$ cat src/rtl/mem_port_arbiter.sv
// Two-client arbiter from the I-cache/D-cache next-level ports onto one memory port.
// `define MEM_ARB_ROUND_ROBIN_EN selects round-robin tie-break; otherwise port 1 wins ties.
module mem_port_arbiter #(
    parameter int BW_ADDRESS = 32,
    parameter int BW_BLOCK   = 128
) (
    input  logic                  clk,
    input  logic                  rst_n,
    input  logic                  p0_valid,
    input  logic                  p0_r0w1,
    input  logic [BW_ADDRESS-1:0] p0_rwaddr,
    input  logic [BW_BLOCK-1:0]   p0_wdata,
    output logic                  p0_ready,
    output logic [BW_BLOCK-1:0]   p0_rdata,
    input  logic                  p1_valid,
    input  logic                  p1_r0w1,
    input  logic [BW_ADDRESS-1:0] p1_rwaddr,
    input  logic [BW_BLOCK-1:0]   p1_wdata,
    output logic                  p1_ready,
    output logic [BW_BLOCK-1:0]   p1_rdata,
    output logic                  m_valid,
    output logic                  m_r0w1,
    output logic [BW_ADDRESS-1:0] m_rwaddr,
    output logic [BW_BLOCK-1:0]   m_wdata,
    input  logic                  m_ready,
    input  logic [BW_BLOCK-1:0]   m_rdata
);

`ifdef MEM_ARB_ROUND_ROBIN_EN
    localparam bit RR_EN = 1'b1;
`else
    localparam bit RR_EN = 1'b0;
`endif

    typedef enum logic {IDLE = 1'b0, BUSY = 1'b1} state_t;

    state_t                state_q;
    logic                  owner_q;
    logic                  last_grant_q;
    logic                  m_valid_q;
    logic                  m_r0w1_q;
    logic [BW_ADDRESS-1:0] m_rwaddr_q;
    logic [BW_BLOCK-1:0]   m_wdata_q;

    logic                  grant_d;
    logic                  r0w1_d;
    logic [BW_ADDRESS-1:0] rwaddr_d;
    logic [BW_BLOCK-1:0]   wdata_d;

    // A lone requester always wins; a tie goes to the port not granted last (round-robin) or to port 1.
    always_comb begin
        grant_d = p1_valid;
        if (p0_valid && p1_valid)
            grant_d = RR_EN ? ~last_grant_q : 1'b1;
        r0w1_d   = grant_d ? p1_r0w1   : p0_r0w1;
        rwaddr_d = grant_d ? p1_rwaddr : p0_rwaddr;
        wdata_d  = grant_d ? p1_wdata  : p0_wdata;
    end

    always_ff @(posedge clk or negedge rst_n) begin
        if (!rst_n) begin
            state_q      <= IDLE;
            owner_q      <= 1'b0;
            last_grant_q <= 1'b1;
            m_valid_q    <= 1'b0;
            m_r0w1_q     <= 1'b0;
            m_rwaddr_q   <= '0;
            m_wdata_q    <= '0;
        end else begin
            case (state_q)
                IDLE: begin
                    if (p0_valid || p1_valid) begin
                        state_q      <= BUSY;
                        owner_q      <= grant_d;
                        last_grant_q <= grant_d;
                        m_valid_q    <= 1'b1;
                        m_r0w1_q     <= r0w1_d;
                        m_rwaddr_q   <= rwaddr_d;
                        m_wdata_q    <= wdata_d;
                    end else begin
                        m_valid_q <= 1'b0;
                    end
                end
                BUSY: begin
                    // Client valids are not re-sampled here; a still-high valid in the
                    // completion cycle belongs to the finished request.
                    if (m_ready) begin
                        m_valid_q <= 1'b0;
                        state_q   <= IDLE;
                    end
                end
                default: state_q <= IDLE;
            endcase
        end
    end

    assign m_valid  = m_valid_q;
    assign m_r0w1   = m_r0w1_q;
    assign m_rwaddr = m_rwaddr_q;
    assign m_wdata  = m_wdata_q;

    assign p0_ready = (state_q == BUSY) && m_ready && !owner_q;
    assign p1_ready = (state_q == BUSY) && m_ready &&  owner_q;
    assign p0_rdata = p0_ready ? m_rdata : '0;
    assign p1_rdata = p1_ready ? m_rdata : '0;

endmodule

$ cat config.mk
export PLATFORM = sky130hd
export DESIGN_NAME = mem_port_arbiter
export DESIGN_NICKNAME = d
export VERILOG_FILES = /design/src/rtl/mem_port_arbiter.sv
export SDC_FILE = /design/constraint.sdc
export NUM_CORES = 1
export LEC_CHECK = 0
export CORE_AREA = 2 2 339 341
export CTS_CLUSTER_DIAMETER = 200
export CTS_CLUSTER_SIZE = 10
export DETAILED_ROUTE_END_ITERATION = 12
export DIE_AREA = 0 0 341 343
export SKIP_LAST_GASP = 1
export SYNTH_ARGS = -nofsm -noshare
export SYNTH_HDL_FRONTEND = slang
export SYNTH_SLANG_ARGS = --single-unit
$ cat constraint.sdc
create_clock -name clk -period 1.6 [get_ports clk]
set_input_delay 0.4 -clock clk [delete_from_list [all_inputs] [get_ports clk]]
set_output_delay 0.4 -clock clk [all_outputs]
set_load 0.02 [all_outputs]
==> impl_metrics.sql <==
INSERT INTO impl_metrics (metric_group, metric, value, unit) VALUES
('worst_setup_path', 'crit_arrival', '2.08', 'ns'),
('global_route', 'grt-ovfl-total', '0', ''),
('sta', 'max_clock_freq', '403', 'MHz'),
('synthesis', 'postSynthRegisterBits', '164', ''),
('sta', 'post-route-min-period', '2.48', 'ns'),
('sta', 'remaining_max_slew_budget_at_the_tightest_pin', '49.0', '%'),
('pwr', 'combinationalPowerShare', '51.5', '%'),
('route', 'remaining_drc_errors', '0', ''),
('worst_setup_path', 'critPathKind', 'register to output port', ''),
('pwr', 'power.leakage', '10.3', 'nW'),
('route', 'detail_route.wl_per_cell', '26.6', 'um'),
('sta', 'hold_violation_total_from_the_final_report', '0', ''),
('synthesis', 'synth_largest_type_area_fraction', '40.4', '%'),
('floorplan', 'io_pins', '875', ''),
('pwr', 'total_power', '22.1', 'mW'),
('worst_setup_path', 'crit_required', '1.20', 'ns'),
('floorplan', 'dieArea', '0.117', 'sq mm'),
('worst_setup_path', 'crit_chain', 'buf_6, nor2_4, buf_12, buf_12, buf_16, buf_4, and2_4, buf_6', ''),
('outcome', 'violations', 'setup timing', ''),
('clocking', 'htreeDepth', '4', ''),
('run', 'cap_violations', '0', ''),
('pwr', 'clkPwrFrac', '20.2', '%'),
('floorplan', 'initial_core_util', '8.95', '%'),
('worst_setup_path', 'worstPathMaxFanout', '7', ''),
('sta', 'period_utilization_post_route', '155', '%'),
('synthesis', 'number_of_standard_cells_after_synthesis', '1195', ''),
('clocking', 'cts.clk_slew.worst_paths', '0.09', 'ns'),
('route', 'wirelength', '99100', 'um'),
('place', 'dp_hpwl', '79200', 'um'),
('global_route', 'grt_usage', '15.3', '%'),
('floorplan', 'die_y', '343', 'um'),
('layout', 'layout.core_utilization', '22.0', '%'),
('sta', 'timing.hold.ws', '0.339', 'ns'),
('clocking', 'clock_latency', '0.54', 'ns'),
('worst_setup_path', 'crit_path_end_kind', 'output port', ''),
('sta', 'setup_slack', '-0.881', 'ns'),
('pwr', 'p_seq_share', '28.3', '%'),
('route', 'final_antenna_net_count', '0', ''),
('worst_setup_path', 'cpPeakStageDelay', '0.46', 'ns'),
('clocking', 'cts_sinks', '164', ''),
('pwr', 'peakVddDrop', '747', 'uV'),
('sta', 'finalSetupViolCount', '373', ''),
('layout', 'area_delta_synth_final', '146', '%'),
('clocking', 'clock_tree.root_cell', 'clkbuf_16', ''),
('clocking', 'tritoncts', 'done', ''),
('floorplan', 'placementRows', '124', ''),
('global_route', 'antenna_found_initial', '51', ''),
('global_route', 'first_global_vias', '13300', ''),
('sta', 'worst_slew_pin_slew', '0.765', 'ns'),
('pwr', 'switch_pwr', '9.09', 'mW'),
('clocking', 'number_of_buffers_inserted_during_clock_tree_synthesis', '17', ''),
('sta', 'timing.clock.skew', '0.0620', 'ns'),
('layout', 'num-fill-cells', '12300', ''),
('floorplan', 'die-width', '341', 'um'),
('synthesis', 'avgSynthCellArea', '8.49', 'sq um'),
('pwr', 'power_per_cell_area', '885', 'mW/mm^2'),
('route', 'drt-pass1-iter-count', '5', ''),
('global_route', 'grt_first_pass_wirelength', '121000', 'um'),
('synthesis', 'ys_types', '20', ''),
('outcome', 'status', 'finished, violations left', ''),
('worst_setup_path', 'critical-path-slowest-cell', 'dfrtp_2', ''),
('layout', 'final_layout_size_suffix_gt1_share', '39.8', '%'),
('pwr', 'power_switching_share', '41.1', '%'),
('worst_setup_path', 'crit_path_start_kind', 'register', ''),
('clocking', 'clock_tree.buffer_depth', '2', ''),
('synthesis', 'post_synth_main_area_contributors', 'dfrtp_1 40%, and2_1 16%, nor3_1 14%, nor2b_1 9.9%, o22ai_1 9.9%', ''),
('pwr', 'intPower', '13.0', 'mW'),
('synthesis', 'yosysSeqAreaShare', '40.4', '%'),
('synthesis', 'postSynthNetCount', '1650', ''),
('synthesis', 'yosys_warnings', '0', ''),
('place', 'globalplace.congestion', '0.934', ''),
('route', 'detailedRoute.firstIterationViolations', '776', ''),
('worst_hold_path', 'hold_path.class', 'primary input to async pin', ''),
('global_route', 'grt_max_degree', '139', ''),
('route', 'via_per_inst', '3.75', ''),
('synthesis', 'mappedNetlistArea', '0.0101', 'sq mm'),
('synthesis', 'yosysTopAreaCell', 'dfrtp_1', ''),
('floorplan', 'core-area', '0.113', 'sq mm'),
('sta', 'final-max-slew-violation-count', '0', ''),
('sta', 'grt_setup_unrepaired', 'true', ''),
('place', 'place.port_buffers', '874', ''),
('layout', 'nNetsFinal', '2649', ''),
('route', 'routed-via-count', '14000', '');
area by class of cell:
cell class / count / area (sq um) / area share [%]
inverters: 1 / 3.75 / 0.0150
clock inverters: 14 / 154 / 0.616
clock buffers: 18 / 429 / 1.72
flip-flops and latches: 164 / 4110 / 16.5
diodes: 11 / 27.5 / 0.110
repair buffers: 1098 / 12300 / 49.2
well taps: 1512 / 1890 / 7.58
multi-input cells: 912 / 6080 / 24.3
what timing repair did:
item                       CTS  global route
buffers inserted             5            33
gates cloned                 8            23
pin swaps                    1            31
gates resized for setup    329           821
setup endpoints to repair  506           555
hold buffers                 1             0
hold endpoints to repair    25             0
critical path: cells and delay by family (launching register included):
kind / cells / cell delay [ns]
buffers and inverters: 6 / 0.78
DFF: 1 / 0.46
and+or+nand+nor: 2 / 0.28
cells in the final DEF (no fill, tap or decap), drive strengths merged:
| cell type | count |
|---|---|
| clkinvlp | 1 |
| clkinv | 4 |
| dlymetal6s2s | 50 |
| and3 | 1 |
| nand2b | 3 |
| clkbuf | 134 |
| nor3 | 322 |
| dlygate4sd3 | 1 |
| nand2 | 2 |
| buf | 468 |
| clkdlybuf4s15 | 10 |
| nor2 | 2 |
| inv | 10 |
| clkdlybuf4s50 | 453 |
| dfrtp | 164 |
| and2 | 256 |
| o21ai | 1 |
| diode | 11 |
| nor2b | 161 |
| a21oi | 2 |
| or2 | 1 |
| o22ai | 161 |
power groups by stage:
stage / combinational (mW) / sequential, mW / clock [mW]
after floorplan: 3.01 / 7.32 / 0
after global placement: 10.8 / 6.23 / 0
after CTS: 11.1 / 6.21 / 4.68
after global routing: 12.0 / 6.40 / 4.78
after detailed placement: 10.8 / 6.27 / 0
final: 11.4 / 6.25 / 4.47
synth_stat cells:
master    instances
nor3_1          293
nor2_1            2
inv_1             1
buf_4             6
dfrtp_1         164
and3_1            1
nor3_2           29
nor2b_1         161
buf_2            44
and2_1          256
or2_1             1
a21oi_1           2
buf_6            11
clkbuf_1         54
buf_1             2
o21ai_0           1
o22ai_1         161
nand2_1           2
clkbuf_2          1
nand2b_1          3
state kept, by name, summed over array words and instances (netlist names):
name and flops:
m_r0w1 1, m_rwaddr 32, m_valid 1, m_wdata 128, owner_q 1, state_q 1
per-stage QoR:
step	setup slack, ns	instances	area (sq um)	TNS (ns)
after global placement	-1.07	3619	22900	-288.90
after detailed placement	-1.09	3619	22900	-293.09
after floorplan	0.00757	1195	10300	0
after CTS	-0.917	3665	23800	-286.31
final	-0.881	3730	25000	-208.72
after global routing	-0.971	3722	25000	-232.86
kinds of logic after synthesis:
kind of cell           synth area share, %
AO/OA/AOI/OAI                         10.1
buffers and inverters                 5.99
flip-flops                            40.4
AND/OR/NAND/NOR                       43.5
layer usage:
metal / GRT usage [%] / up-vias / wire length, um / part of all wire (%)
met5: 0 / - / 92 / 0.093
met4: 2.96 / 14 / 2610 / 2.6
met3: 6.36 / 140 / 10900 / 11
met2: 25.3 / 778 / 45900 / 46
met1: 18.6 / 6847 / 39600 / 40
li1: - / 6209 / - / -
worst paths after layout:
check                        startpoint            end  slack (ns)  depth (start not counted)
hold reg to reg                 m_valid        m_valid        0.56                          2
hold / removal                    rst_n    m_wdata[31]        0.34                          2
max in group asynchronous         rst_n   m_wdata[116]        0.57                          4
setup reg to reg                state_q    m_wdata[80]       -0.21                          4
min in group clk           p1_wdata[49]    m_wdata[49]        0.46                          3
setup / recovery                owner_q  p0_rdata[121]       -0.88                          8
Power figures use the tool's default switching activity.
==> RTL edit 1 (same flow settings) <==
The parameter `BW_BLOCK` goes from 128 to 132.
--- a/src/rtl/mem_port_arbiter.sv
+++ b/src/rtl/mem_port_arbiter.sv
@@ -4,3 +4,3 @@
     parameter int BW_ADDRESS = 32,
-    parameter int BW_BLOCK   = 128
+    parameter int BW_BLOCK   = 132
 ) (
Interface: changed (6 resized); port bits go from 875 to 899. No check against the original RTL was run, so the function may have changed too.
==> RTL edit 1 against the original RTL <==
The run still ends with negative setup slack left; synthesized area grew 13%; worst setup slack gained 0.078 ns; hold slack improved by 0.0057 ns; total power grew 1.3%; utilization up 0.56 points; first-iteration DRC count decreased by 19%; via count fell by 0.79%; final area rose by 2.6%; sequential cell count grew 4; routed wire length decreased by 9.5%.
==> RTL edit 1: results (changes against the original RTL) <==
[status]
status=finished, violations left
failed_checks=negative setup slack

[global_routing]
grtUsageTotal_pct=14.54  ; -0.78 points
use_met3_pct=7.253  ; +0.89 points
antenna_found_initial=59  ; +16%
grt_max_degree=62  ; -55%
grt_pass1_wl_um=117600  ; -2.4%
met1_usage_pct=17.88  ; -0.74 points

[place]
gp_congestion=0.8671  ; -7.2%
dpl.hpwl_um=71100  ; -10%
portBuffers=898  ; +2.7%

[routing]
met2_wirelength_um=39970  ; -13%
drt-met1-wl_um=37440  ; -5.4%
wl_per_cell_um=23.65  ; -11%
drt_iter0_drc=629  ; -19%
wl_met3_um=10570  ; -3.1%
vias=13878  ; -0.79%

[yosys]
synth_compound_area_share_pct=14.58  ; +4.5 points
async_reset_ff_share_pct=100.0  ; unchanged
syn_nets=1693  ; +2.6%
synthTopCellsByArea=dfrtp_1 (37%), and2_1 (14%), o22ai_2 (11%)

[critical_path]
critPathSlowestCell=dfrtp_4
worstPathMaxFanout=8  ; +1
arrival_ns=2.00  ; -0.08 ns
cpPeakStageDelay_ns=0.51  ; +0.05 ns

[layout]
largest_register_ff_count=132  ; +3.1%
drive_gt1_share_pct=48.74  ; +9.0 points
fillers=12298  ; -0.024%
fin_nets=2721  ; +2.7%

[sta]
finalSetupViolCount=432  ; +16%
setup_slack_ns=-0.8025  ; +0.07820 ns
fin_skew_ns=0.02400  ; -0.03795 ns

[power_and_ir_drop]
peakVddDrop_v=0.0007948  ; +6.5%
power.leakage_nw=10.18  ; -1.2%

[clocking]
clk_latency_ns=0.50  ; -0.04 ns

[RTL edit 1: changes by cell type after synthesis, sizes merged, moves of 4 or more]
cell and change:
and2 +8, nor3 +8, clkbuf +5, dfrtp +4
nor2b +4, o22ai +4
[RTL edit 1: final cells by class]
type                            count  area, µm²  share of cell area [%]
Antenna cell                       15      37.54                  0.1466
Clock buffer                       18      439.2                   1.715
Clock inverter                     14      177.7                  0.6938
Inverter                            1      3.754                 0.01466
Multi-Input combinational cell    936       7033                   27.47
Sequential cell                   168       4209                   16.44
Tap cell                         1512       1892                   7.388
Timing Repair Buffer             1130      11820                   46.14
[RTL edit 1: final timing paths]
path | startpoint | to | slack, ns | depth (start not counted)
max | state_q$_DFF_PN0_ | p1_rdata[94] | -0.80 | 6
min | rst_n | m_rwaddr[27]$_DFFE_PN0P_ | 0.34 | 2
max reg2reg | state_q$_DFF_PN0_ | m_rwaddr[17]$_DFFE_PN0P_ | -0.46 | 8
min reg2reg | m_valid$_DFFE_PN0P_ | m_valid$_DFFE_PN0P_ | 0.58 | 2
max in group asynchronous | rst_n | m_wdata[28]$_DFFE_PN0P_ | 0.61 | 3
min in group clk | m_ready | state_q$_DFF_PN0_ | 0.35 | 2
[RTL edit 1: repair_timing]
| action | 4_1_cts | 5_1_grt |
|---|---|---|
| endpoints found under the hold margin | 47 | 0 |
| hold buffers | 1 | 0 |
| resized for setup | 1468 | 177 |
| cloned | 20 | 12 |
| buffers inserted | 32 | 9 |
| endpoints found under the setup margin | 581 | 434 |
| pin swaps | 24 | 44 |
[RTL edit 1: power breakdown]
group,switching (W),internal [W],total (W),leakage (nW)
clock network,0.00230,0.00216,0.00446,0.300
logic,0.00570,0.00578,0.0115,7.97
registers,0.00111,0.00533,0.00644,1.91
total,0.00910,0.0133,0.0224,10.2
[RTL edit 1: cell families (layout without fill, tap and decap cells)]
kind of cell           Yosys count  in the layout
AO/OA/AOI/OAI                  168            168
other                            0             15
flip-flops                     168            168
buffers and inverters          122           1163
AND/OR/NAND/NOR                768            768
[RTL edit 1: worst register-to-register path: stages (launching register included)]
cell       delay, ns
dfrtp_4         0.44
buf_4           0.11
buf_6           0.12
buf_8           0.17
nand2b_4        0.24
bufbuf_16       0.39
buf_4           0.21
o22ai_1         0.09
nor3_1          0.20
[RTL edit 1: per-stage QoR]
stage,util [%],cell area (µm²),cells,TNS [ns],hold slack [ns]
2_1_floorplan,-,11650,1226,0,0.1044
3_3_place_gp,21.17,24010,3678,-328.30,0.2667
3_5_place_dp,21.17,24010,3678,-329.92,0.2642
4_1_cts,22.02,24970,3763,-255.84,0.2856
5_1_grt,22.56,25590,3787,-276.03,0.3382
6_report,22.58,25610,3794,-239.46,0.3443
==> RTL edit 2 (config.mk and constraints unchanged) <==
Without the edit above. Make the reset (`rst_n`) synchronous in one clocked block.
--- a/src/rtl/mem_port_arbiter.sv
+++ b/src/rtl/mem_port_arbiter.sv
@@ -59,3 +59,3 @@
 
-    always_ff @(posedge clk or negedge rst_n) begin
+    always_ff @(posedge clk) begin
         if (!rst_n) begin
Function: differs if rst_n is asserted again (counterexample within 4 cycles, from zero or initial values and one cycle with rst_n low); with rst_n held inactive, the same outputs for 4 cycles.
==> RTL edit 2 against the original RTL <==
The flow still finishes with violations (negative setup slack); via count is 23% lower; worst setup slack better by 0.25 ns; global-route usage is 1.4 points lower; critical path depth is 4 lower; non-clock buffer count is 57 lower; register-to-register slack better by 0.09 ns; sequential cell count stayed put; final area is 8.8% lower; routed wire length is 13% lower; synthesized area is 11% lower; hold slack better by 0.075 ns; critical path type unchanged; largest cell class unchanged.
Power is not compared: it rests on default switching activity, and its combinational part moved more than twofold at a synthesized area within 25%.
==> RTL edit 2: results (changes against the original RTL) <==
[critical_path]
critPathSlowestCell=dfxtp_4
cpPeakStageDelay_ns=0.38  ; -0.08 ns
crit_path_start=state_q$_SDFF_PN0_
reg2reg_depth=7  ; +3
crit_end=p1_rdata[0]
arrival_ns=1.83  ; -0.25 ns
worstPathMaxFanout=28  ; +21
r2r-end=m_wdata[16]$_SDFFE_PN0P_
r2r_slack_ns=-0.12  ; +0.09 ns
path_delay_family=buffers and inverters

[yosys]
ys_seq_area_share_pct=36.26  ; -4.2 points
synthTopCellsByArea=dfxtp_1 (36%), mux2i_1 (18%), and2_1 (18%)
syn_nets=1293  ; -22%
syn_area_per_cell_um2=10.81  ; +27%
ys_types=20  ; unchanged
yosys-top-cells-count=and2_1 (257), dfxtp_1 (164), mux2i_1 (161)
async_reset_ff_share_pct=0  ; -100 points

[layout]
fillers=12392  ; +0.74%
fin_cells=3341  ; -10%
largest_register_ff_count=128  ; unchanged
fin_nets=2271  ; -14%
drive_gt1_share_pct=39.41  ; -0.37 points

[sta]
fin_skew_ns=0.02838  ; -0.03357 ns
finalSetupViolCount=530  ; +42%
holdWs_ns=0.4139  ; +0.07526 ns
worstMarginPinSlew_ns=0.3564  ; -0.4082 ns
setup-tns-final_ns=-188.07  ; +20.65 ns
setup_slack_ns=-0.6319  ; +0.2488 ns

[power_and_ir_drop]
power.leakage_nw=9.259
p_sw_w=0.004721
peakVddDrop_v=0.0008114
pg_seq_w=0.00474

[place]
dpl.hpwl_um=73230  ; -7.5%
gp_congestion=0.8625  ; -7.7%
placedInstanceArea_um2=21820  ; -4.8%
pre_cts_slack_ns=-1.047  ; +0.04775 ns
portBuffers=874  ; unchanged

[global_routing]
grt_pass1_vias=11091  ; -17%
grtUsageTotal_pct=13.91  ; -1.4 points
antenna_found_initial=33  ; -35%
grt_max_degree=55  ; -60%
grt_pass1_wl_um=108200  ; -10%

[clocking]
cts.htree.levels=4  ; unchanged
clk_latency_ns=0.51  ; -0.03 ns
cts_made_buffers=17  ; unchanged
post_cts.repair.setup_buffers=12  ; +7
cts_resized=493  ; +50%
clk_path_buf_depth=2  ; unchanged
path_clk_slew_ns=0.10
cts_root_buffer=clkbuf_16

[routing]
drt-total-wl_um=85880  ; -13%
vias_per_cell=3.232  ; -14%
drt_iter0_drc=318  ; -59%
firstDrtPassIters=5  ; unchanged

[hold_path]
holdPathStages=4
hp-class=input pin to flip-flop

[status]
status=finished, violations left
failed_checks=negative setup slack

## RTL edit 2: per-layer routing
metal,up-vias,GRT usage [%],wire length (µm)
met4,4,3.056,1694
met5,-,0,27
li1,4953,-,-
met3,95,4.809,6861
met2,563,23.57,41750
met1,5184,16.89,35540
## RTL edit 2: final cells by class
class / instances / area (µm²) / share of cell area [%]
clock inverter: 12 / 145.1 / 0.6377
tap: 1512 / 1892 / 8.312
clock buffer: 18 / 439.2 / 1.930
inverter: 2 / 7.507 / 0.03298
timing repair buffer: 1041 / 11440 / 50.28
multi-input combinational: 590 / 5538 / 24.33
sequential: 164 / 3291 / 14.46
antenna: 2 / 5.005 / 0.02199
## RTL edit 2: worst min-delay path, delay by kind of cell
family / cells / cell delay, ns
AOI/OAI and AO/OA: 2 / 0.23
buffers and inverters: 2 / 0.26
## RTL edit 2: logic make-up after synthesis
| family | synth area share [%] |
|---|---|
| flops | 36.26 |
| buf+inv | 5.665 |
| compound gates | 22.15 |
| mux | 17.80 |
| simple gates | 18.13 |
